<file path="src/rtl/tm_dram_timer_if.sv">
// Request-token bundle from the CPU/L1 memory-request stage into tm_dram_timer.
// The master drives one token per host cycle; the timer consumes it as slave.
interface tm_dram_timer_if #(
  parameter int unsigned TIDW = 6
);
  logic            req_token_valid;
  logic [TIDW-1:0] req_tid;
  logic            req_valid;
  logic            req_wb;

  modport master (output req_token_valid, req_tid, req_valid, req_wb);
  modport slave  (input  req_token_valid, req_tid, req_valid, req_wb);
endinterface

</file>
<file path="src/rtl/tm_dram_timer.sv">
// Target-time single-channel DRAM model: per-thread remaining-miss-latency counters plus
// channel occupancy. Optional statistics counters are enabled with TM_DRAM_STATS_EN.
module tm_dram_timer #(
  parameter int unsigned NT   = 64,
  parameter int unsigned TIDW = 6,
  parameter int unsigned LATW = 10
) (
  input  logic                gclk,
  input  logic                rst,
  input  logic                tick,
  tm_dram_timer_if.slave      req,
  input  logic [LATW-1:0]     access_time,
  input  logic [LATW-1:0]     cycle_time,
  output logic [NT-1:0]       stay_stalled,
  output logic                busy_drop,
  output logic [LATW-1:0]     chan_busy
`ifdef TM_DRAM_STATS_EN
  ,
  output logic [31:0]         stat_reqs,
  output logic [31:0]         stat_wbs,
  output logic [31:0]         stat_stall_cycles
`endif
);

  localparam int unsigned SW = LATW + 2;
  localparam logic [SW-1:0] SAT_MAX = {2'b00, {LATW{1'b1}}};

  logic [NT-1:0][LATW-1:0] rem_q, rem_d;
  logic [LATW-1:0]         occ_q, occ_d, occ_t;
  logic [NT-1:0]           stay_stalled_q, stay_stalled_d;
  logic                    busy_drop_q, busy_drop_d;
  logic                    req_hit, tid_idle, accept;
  logic [SW-1:0]           wb_cyc, rem_sum, occ_sum;

  always_comb begin
    occ_t = (tick && occ_q != '0) ? occ_q - LATW'(1) : occ_q;
    for (int unsigned t = 0; t < NT; t++) begin
      rem_d[t] = (tick && rem_q[t] != '0) ? rem_q[t] - LATW'(1) : rem_q[t];
    end

    // Acceptance looks at the pre-tick counter: a thread still waiting this cycle drops.
    req_hit     = req.req_token_valid & req.req_valid;
    tid_idle    = (rem_q[req.req_tid] == '0);
    accept      = req_hit & tid_idle;
    busy_drop_d = req_hit & ~tid_idle;

    // A writeback adds one extra cycle_time to both latency and occupancy.
    wb_cyc  = req.req_wb ? {2'b00, cycle_time} : '0;
    rem_sum = {2'b00, occ_t} + {2'b00, access_time} + wb_cyc;
    occ_sum = {2'b00, occ_t} + {2'b00, cycle_time} + wb_cyc;

    occ_d = occ_t;
    if (accept) begin
      rem_d[req.req_tid] = (rem_sum > SAT_MAX) ? '1 : rem_sum[LATW-1:0];
      occ_d              = (occ_sum > SAT_MAX) ? '1 : occ_sum[LATW-1:0];
    end

    for (int unsigned t = 0; t < NT; t++) begin
      stay_stalled_d[t] = (rem_d[t] != '0);
    end
  end

  always_ff @(posedge gclk or negedge rst) begin
    if (!rst) begin
      rem_q          <= '0;
      occ_q          <= '0;
      stay_stalled_q <= '0;
      busy_drop_q    <= 1'b0;
    end else begin
      rem_q          <= rem_d;
      occ_q          <= occ_d;
      stay_stalled_q <= stay_stalled_d;
      busy_drop_q    <= busy_drop_d;
    end
  end

  assign stay_stalled = stay_stalled_q;
  assign busy_drop    = busy_drop_q;
  assign chan_busy    = occ_q;

`ifdef TM_DRAM_STATS_EN
  logic [31:0] stat_reqs_q, stat_reqs_d;
  logic [31:0] stat_wbs_q, stat_wbs_d;
  logic [31:0] stat_stall_q, stat_stall_d;

  always_comb begin
    stat_reqs_d  = stat_reqs_q + (accept ? 32'd1 : 32'd0);
    stat_wbs_d   = stat_wbs_q + ((accept && req.req_wb) ? 32'd1 : 32'd0);
    stat_stall_d = stat_stall_q + (tick ? 32'($countones(stay_stalled_q)) : 32'd0);
  end

  always_ff @(posedge gclk or negedge rst) begin
    if (!rst) begin
      stat_reqs_q  <= '0;
      stat_wbs_q   <= '0;
      stat_stall_q <= '0;
    end else begin
      stat_reqs_q  <= stat_reqs_d;
      stat_wbs_q   <= stat_wbs_d;
      stat_stall_q <= stat_stall_d;
    end
  end

  assign stat_reqs         = stat_reqs_q;
  assign stat_wbs          = stat_wbs_q;
  assign stat_stall_cycles = stat_stall_q;
`endif

endmodule

</file>
<file path="src/flat_wrapper.sv">
// flat-port wrapper written by rule: the top's interface ports become plain ports
module tm_dram_timer_flat 
#(
  parameter int unsigned NT   = 64,
  parameter int unsigned TIDW = 6,
  parameter int unsigned LATW = 10
)
  (gclk, rst, tick, access_time, cycle_time, stay_stalled, busy_drop, chan_busy, req_req_token_valid, req_req_tid, req_req_valid, req_req_wb);
  tm_dram_timer_if #(.TIDW(TIDW)) req_i ();
  input  logic gclk;
  input  logic rst;
  input  logic tick;
  input  logic [LATW-1:0] access_time;
  input  logic [LATW-1:0] cycle_time;
  output logic [NT-1:0] stay_stalled;
  output logic busy_drop;
  output logic [LATW-1:0] chan_busy;
  input wire logic [$bits(req_i.req_token_valid)-1:0] req_req_token_valid;
  input wire logic [$bits(req_i.req_tid)-1:0] req_req_tid;
  input wire logic [$bits(req_i.req_valid)-1:0] req_req_valid;
  input wire logic [$bits(req_i.req_wb)-1:0] req_req_wb;
  assign req_i.req_token_valid = req_req_token_valid;
  assign req_i.req_tid = req_req_tid;
  assign req_i.req_valid = req_req_valid;
  assign req_i.req_wb = req_req_wb;
  tm_dram_timer #(.NT(NT), .TIDW(TIDW), .LATW(LATW)) u_core (.gclk(gclk), .rst(rst), .tick(tick), .req(req_i), .access_time(access_time), .cycle_time(cycle_time), .stay_stalled(stay_stalled), .busy_drop(busy_drop), .chan_busy(chan_busy));
endmodule
</file>
<file path="config.mk">
export PLATFORM = sky130hd
export DESIGN_NAME = tm_dram_timer_flat
export DESIGN_NICKNAME = d
export VERILOG_FILES = /design/src/rtl/tm_dram_timer_if.sv /design/src/rtl/tm_dram_timer.sv /design/src/flat_wrapper.sv
export SDC_FILE = /design/constraint.sdc
export NUM_CORES = 2
export LEC_CHECK = 0
export CAP_MARGIN = 5
export CORE_MARGIN = 2
export CORE_UTILIZATION = 60
export DETAILED_ROUTE_END_ITERATION = 6
export PLACE_DENSITY = 0.81
export SLEW_MARGIN = 20
export SYNTH_ARGS = -nofsm -noshare
export SYNTH_HDL_FRONTEND = slang
export SYNTH_SLANG_ARGS = --single-unit
</file>
<file path="constraint.sdc">
create_clock -name gclk -period 10.47 [get_ports gclk]
set_input_delay 1.047 -clock gclk [delete_from_list [all_inputs] [get_ports gclk]]
set_output_delay 1.047 -clock gclk [all_outputs]
set_load 0.005 [all_outputs]
</file>
==> results.md <==
- H-tree depth: 3
- Worst-Margin Slew: 1.27 ns
- Avg Inst Size Synth: 8.89 um2
- Root buffer cell: clkbuf_16
- Clock Sinks: 715
- Synth Area in Compound Gates: 0.136
- Drt first pass iters: 7
- Input/output buffers: 106
- Main combinational cell family by area after synthesis: simple AND/OR/NAND/NOR gates
- Synthesized-area fraction occupied by adder cells: 0.0288
- Ys async rst share: 1.00
- Largest net degree at the start of global routing: 154
- Startpoint types: register
- Nets: 5521
- Worst-skew pair later-pin latency: 0.66 ns
- First-pass GRT wire length: 253000 um
- Clock Power Share: 0.165
- NetSw: 0.00925 W
- Horiz. Die Dim: 289 um
- EDFF count, synth: 0
- Leakage Power: 22.9 nW
- VDD IR-drop max: 0.801 mV
- Gr usage total: 0.395
- Placed cell area: 50200 um2
- Count of final setup violators: 0
- Synth Area in XOR/XNOR: 0.0940
- Critical R2R Launch: u_core.chan_busy[5]
- Seq/Total Area, Yosys: 0.367
- Net Sw Frac: 0.509
- CP top delay family: simple AND/OR/NAND/NOR gates
- Via count: 45100
- Final min period: 8.12 ns
- Yosys warning total: 0
- Worst Path Required: 10.99 ns
- Synthesis-stage register bit count: 715
- Max Clk Rate: 0.123 GHz
- Design area: 53000 um2
- Top-area cell type share of the netlist area: 0.367
- Pins over their slew limit: 0
- Share of cells above drive strength 1: 0.0632
- Sequential Power Share: 0.328
- Buffers and inverters on the worst path: 2
- Simple logic cell fraction of the synthesized area: 0.202
- PwrDens: 343 nW/um2
- DP HPWL: 108000 um
- Cell variety after synth: 87
- Syn Std Cell Area: 48800 um2
- CTS tree: yes
- Synthesized Nets: 5625
- Fin. Hold Viols: 0
- Crit path kind: register to register
- Post-synth top area cell: dfrtp_1
- R2r worst-path depth: 26
- Pint: 0.00894 W
- Cell count after synthesis: 5483
- Failing checks: DRC
- Vias in the first global route: 43100
- CTS resizes: 0
- Mux cell area share after synthesis: 0.121
- Die Y-Extent: 289 um
- Worst hold path type: input pin to async pin
- Final period util: 0.776
- Num rows: 104
- Initial antenna violation count: 8
- Area Overhead vs Synth: 8.70%
- Vias per cell: 6.93
- Drt drc: 13
- DR WL/cell: 25.7 um
- Reg2Reg Setup Slack: 2.35 ns
- CTS Buffer Depth: 3
- Clock buffer count from CTS: 82
- # Post-CTS Setup Buffers: 0
- Max Cap Violations: 0
- CTS hold repair buffers: 0
- Largest fanout on the critical path: 35
- Die area: 83500 um2
- Skew final: 0.0289 ns
- Top cells by area, synth: dfrtp_1, mux2i_1, xnor2_1, o21ai_0, nor2_1
- Slowest cell delay on critical path: 0.87 ns
- CP max-delay cell: nor4bb_1
- IO Pins: 107
- Total grt overflow: 0
- Initial core utilization: 0.605
- Antenna Nets Post-Route: 0
- Critical path arrival: 8.65 ns
- Multi-input logic area: 28500 um2
- Worst flop-to-flop path endpoint: u_core.stay_stalled[0]
- DRT iter0 DRCs: 5699
- CP dominant cell by count: a21oi_1
- Final Routed Wirelength: 167000 um
- CP Capture Type: register
- Fill cells: 6408
- Core Footprint: 80500 um2
- Top_reg_cell synth: dfrtp_1
- GPL Wtd Cong: 0.981
- Sequential Area: 17900 um2
- Logic pwr share: 0.507
- Worst-path clk slew: 0.06 ns
- Outcome: complete, but fails checks
- TNS Setup: 0 ns
- Rel. slew slack: 0.148
- RSZ-0062 raised after global routing: no
[worst register-to-register path, cell delays in order, from the launching register on]
cell	delay [ns]
dfrtp_1	0.41
or3_1	0.43
or3_1	0.39
o31ai_1	0.58
o21ai_0	0.38
ha_1	0.37
a21o_1	0.16
a21o_1	0.20
a21oi_1	0.14
nor2_1	0.06
o21ai_0	0.14
nand2b_1	0.08
a21oi_1	0.22
o21bai_1	0.09
a21oi_1	0.17
xnor2_1	0.09
ha_1	0.32
nand4b_1	0.13
nor2_1	0.11
nand3_1	0.10
a2111oi_2	0.36
buf_4	0.61
buf_4	0.71
nor4bb_1	0.87
and4_1	0.47
nand3b_1	0.11
mux2_4	0.28
[cells in the mapped netlist (16+ instances only)]
cell / instances
dfrtp_1: 715
mux2i_1: 484
nor2_1: 437
xnor2_1: 367
o21ai_0: 362
nand2_1: 332
nor3_1: 315
clkbuf_1: 229
inv_1: 225
a21oi_1: 212
nor4_1: 207
a31oi_1: 160
xor2_1: 156
nand3_1: 123
ha_1: 106
or3_1: 104
buf_2: 91
nand2b_1: 57
nand4_1: 47
nor2b_1: 47
nor3b_1: 43
or4_1: 39
o211ai_1: 37
or2_2: 29
a211oi_1: 28
mux4_2: 28
a22oi_1: 27
nand3b_1: 27
mux2_2: 25
a21o_1: 24
and2_1: 24
o22ai_1: 24
o31ai_1: 22
buf_1: 19
buf_4: 18
o21ai_1: 18
nor4b_1: 17
o21a_1: 17
nand4b_1: 16
[worst max-delay path by stage]
stage,start,endpoint,slack (ns),depth (start not counted)
6_report,u_core.chan_busy[5],u_core.stay_stalled[0],2.35,26
2_1_floorplan,tick,u_core.stay_stalled[3],3.70,28
3_5_place_dp,u_core.chan_busy[5],u_core.stay_stalled[0],2.66,26
5_1_grt,u_core.chan_busy[5],u_core.stay_stalled[42],1.84,27
4_1_cts,u_core.chan_busy[5],u_core.stay_stalled[0],2.61,26
3_3_place_gp,tick,u_core.stay_stalled[55],2.74,25
[placed cells by master, fill, tap and decap left out, drive strengths merged, types with 120 or more instances in the layout]
| master | instances |
|---|---|
| a21oi | 213 |
| a31oi | 160 |
| clkbuf | 120 |
| dfrtp | 715 |
| inv | 228 |
| mux2i | 484 |
| nand2 | 332 |
| nand3 | 123 |
| nor2 | 437 |
| nor3 | 320 |
| nor4 | 207 |
| o21ai | 380 |
| xnor2 | 367 |
| xor2 | 156 |
[logic make-up (layout without fill, tap and decap cells)]
| family | Yosys count | after routing |
|---|---|---|
| compound gates | 1082 | 1082 |
| xor+xnor | 523 | 523 |
| fa+ha+maj | 110 | 110 |
| buf+inv | 594 | 552 |
| flops | 715 | 715 |
| mux | 550 | 550 |
| other cells | 0 | 5 |
| simple gates | 1909 | 1909 |
[power groups by stage]
stage,Sequential [W],Combinational (W),Clock [W]
floorplan,0.00509,0.00619,0
global placement,0.00582,0.00863,0
detailed placement,0.00586,0.00885,0
CTS,0.00585,0.00892,0.00301
global route,0.00611,0.00978,0.00311
finish,0.00596,0.00923,0.00301
[per-stage QoR]
| step | total power, W | hold WS, ns | worst slack (ns) | instances | utilization |
|---|---|---|---|---|---|
| 2_1_floorplan | 0.0113 | 0.483 | 3.70 | 5483 | - |
| 3_3_place_gp | 0.0144 | 0.510 | 2.74 | 6355 | 0.623 |
| 3_5_place_dp | 0.0147 | 0.517 | 2.66 | 6355 | 0.623 |
| 4_1_cts | 0.0178 | 0.455 | 2.61 | 6501 | 0.658 |
| 5_1_grt | 0.0190 | 0.473 | 1.84 | 6502 | 0.658 |
| 6_report | 0.0182 | 0.398 | 2.35 | 6506 | 0.658 |
[registers in the layout, indices dropped and copies added, names as in the netlist]
| register | flops |
|---|---|
| u_core.chan_busy | 10 |
| u_core.stay_stalled | 64 |
| u_core.rem_q | 640 |
| u_core.busy_drop | 1 |
[per-layer routing]
metal | up-vias | GRT usage | wire (um)
met5 | - | 0.00909 | 158
met4 | 10 | 0.268 | 13000
met3 | 775 | 0.111 | 21100
met2 | 3045 | 0.583 | 71100
met1 | 21600 | 0.506 | 62000
li1 | 19600 | - | -
[area by class of cell]
type	count	area share
flip-flops and latches	715	0.338
clock buffers	119	0.0457
multi-input cells	4174	0.537
clock inverters	27	0.00647
well taps	1060	0.0250
repair buffers	179	0.0313
diodes	5	0.000236
inverters	227	0.0161
No activity file was read; power rests on OpenSTA's default activity.
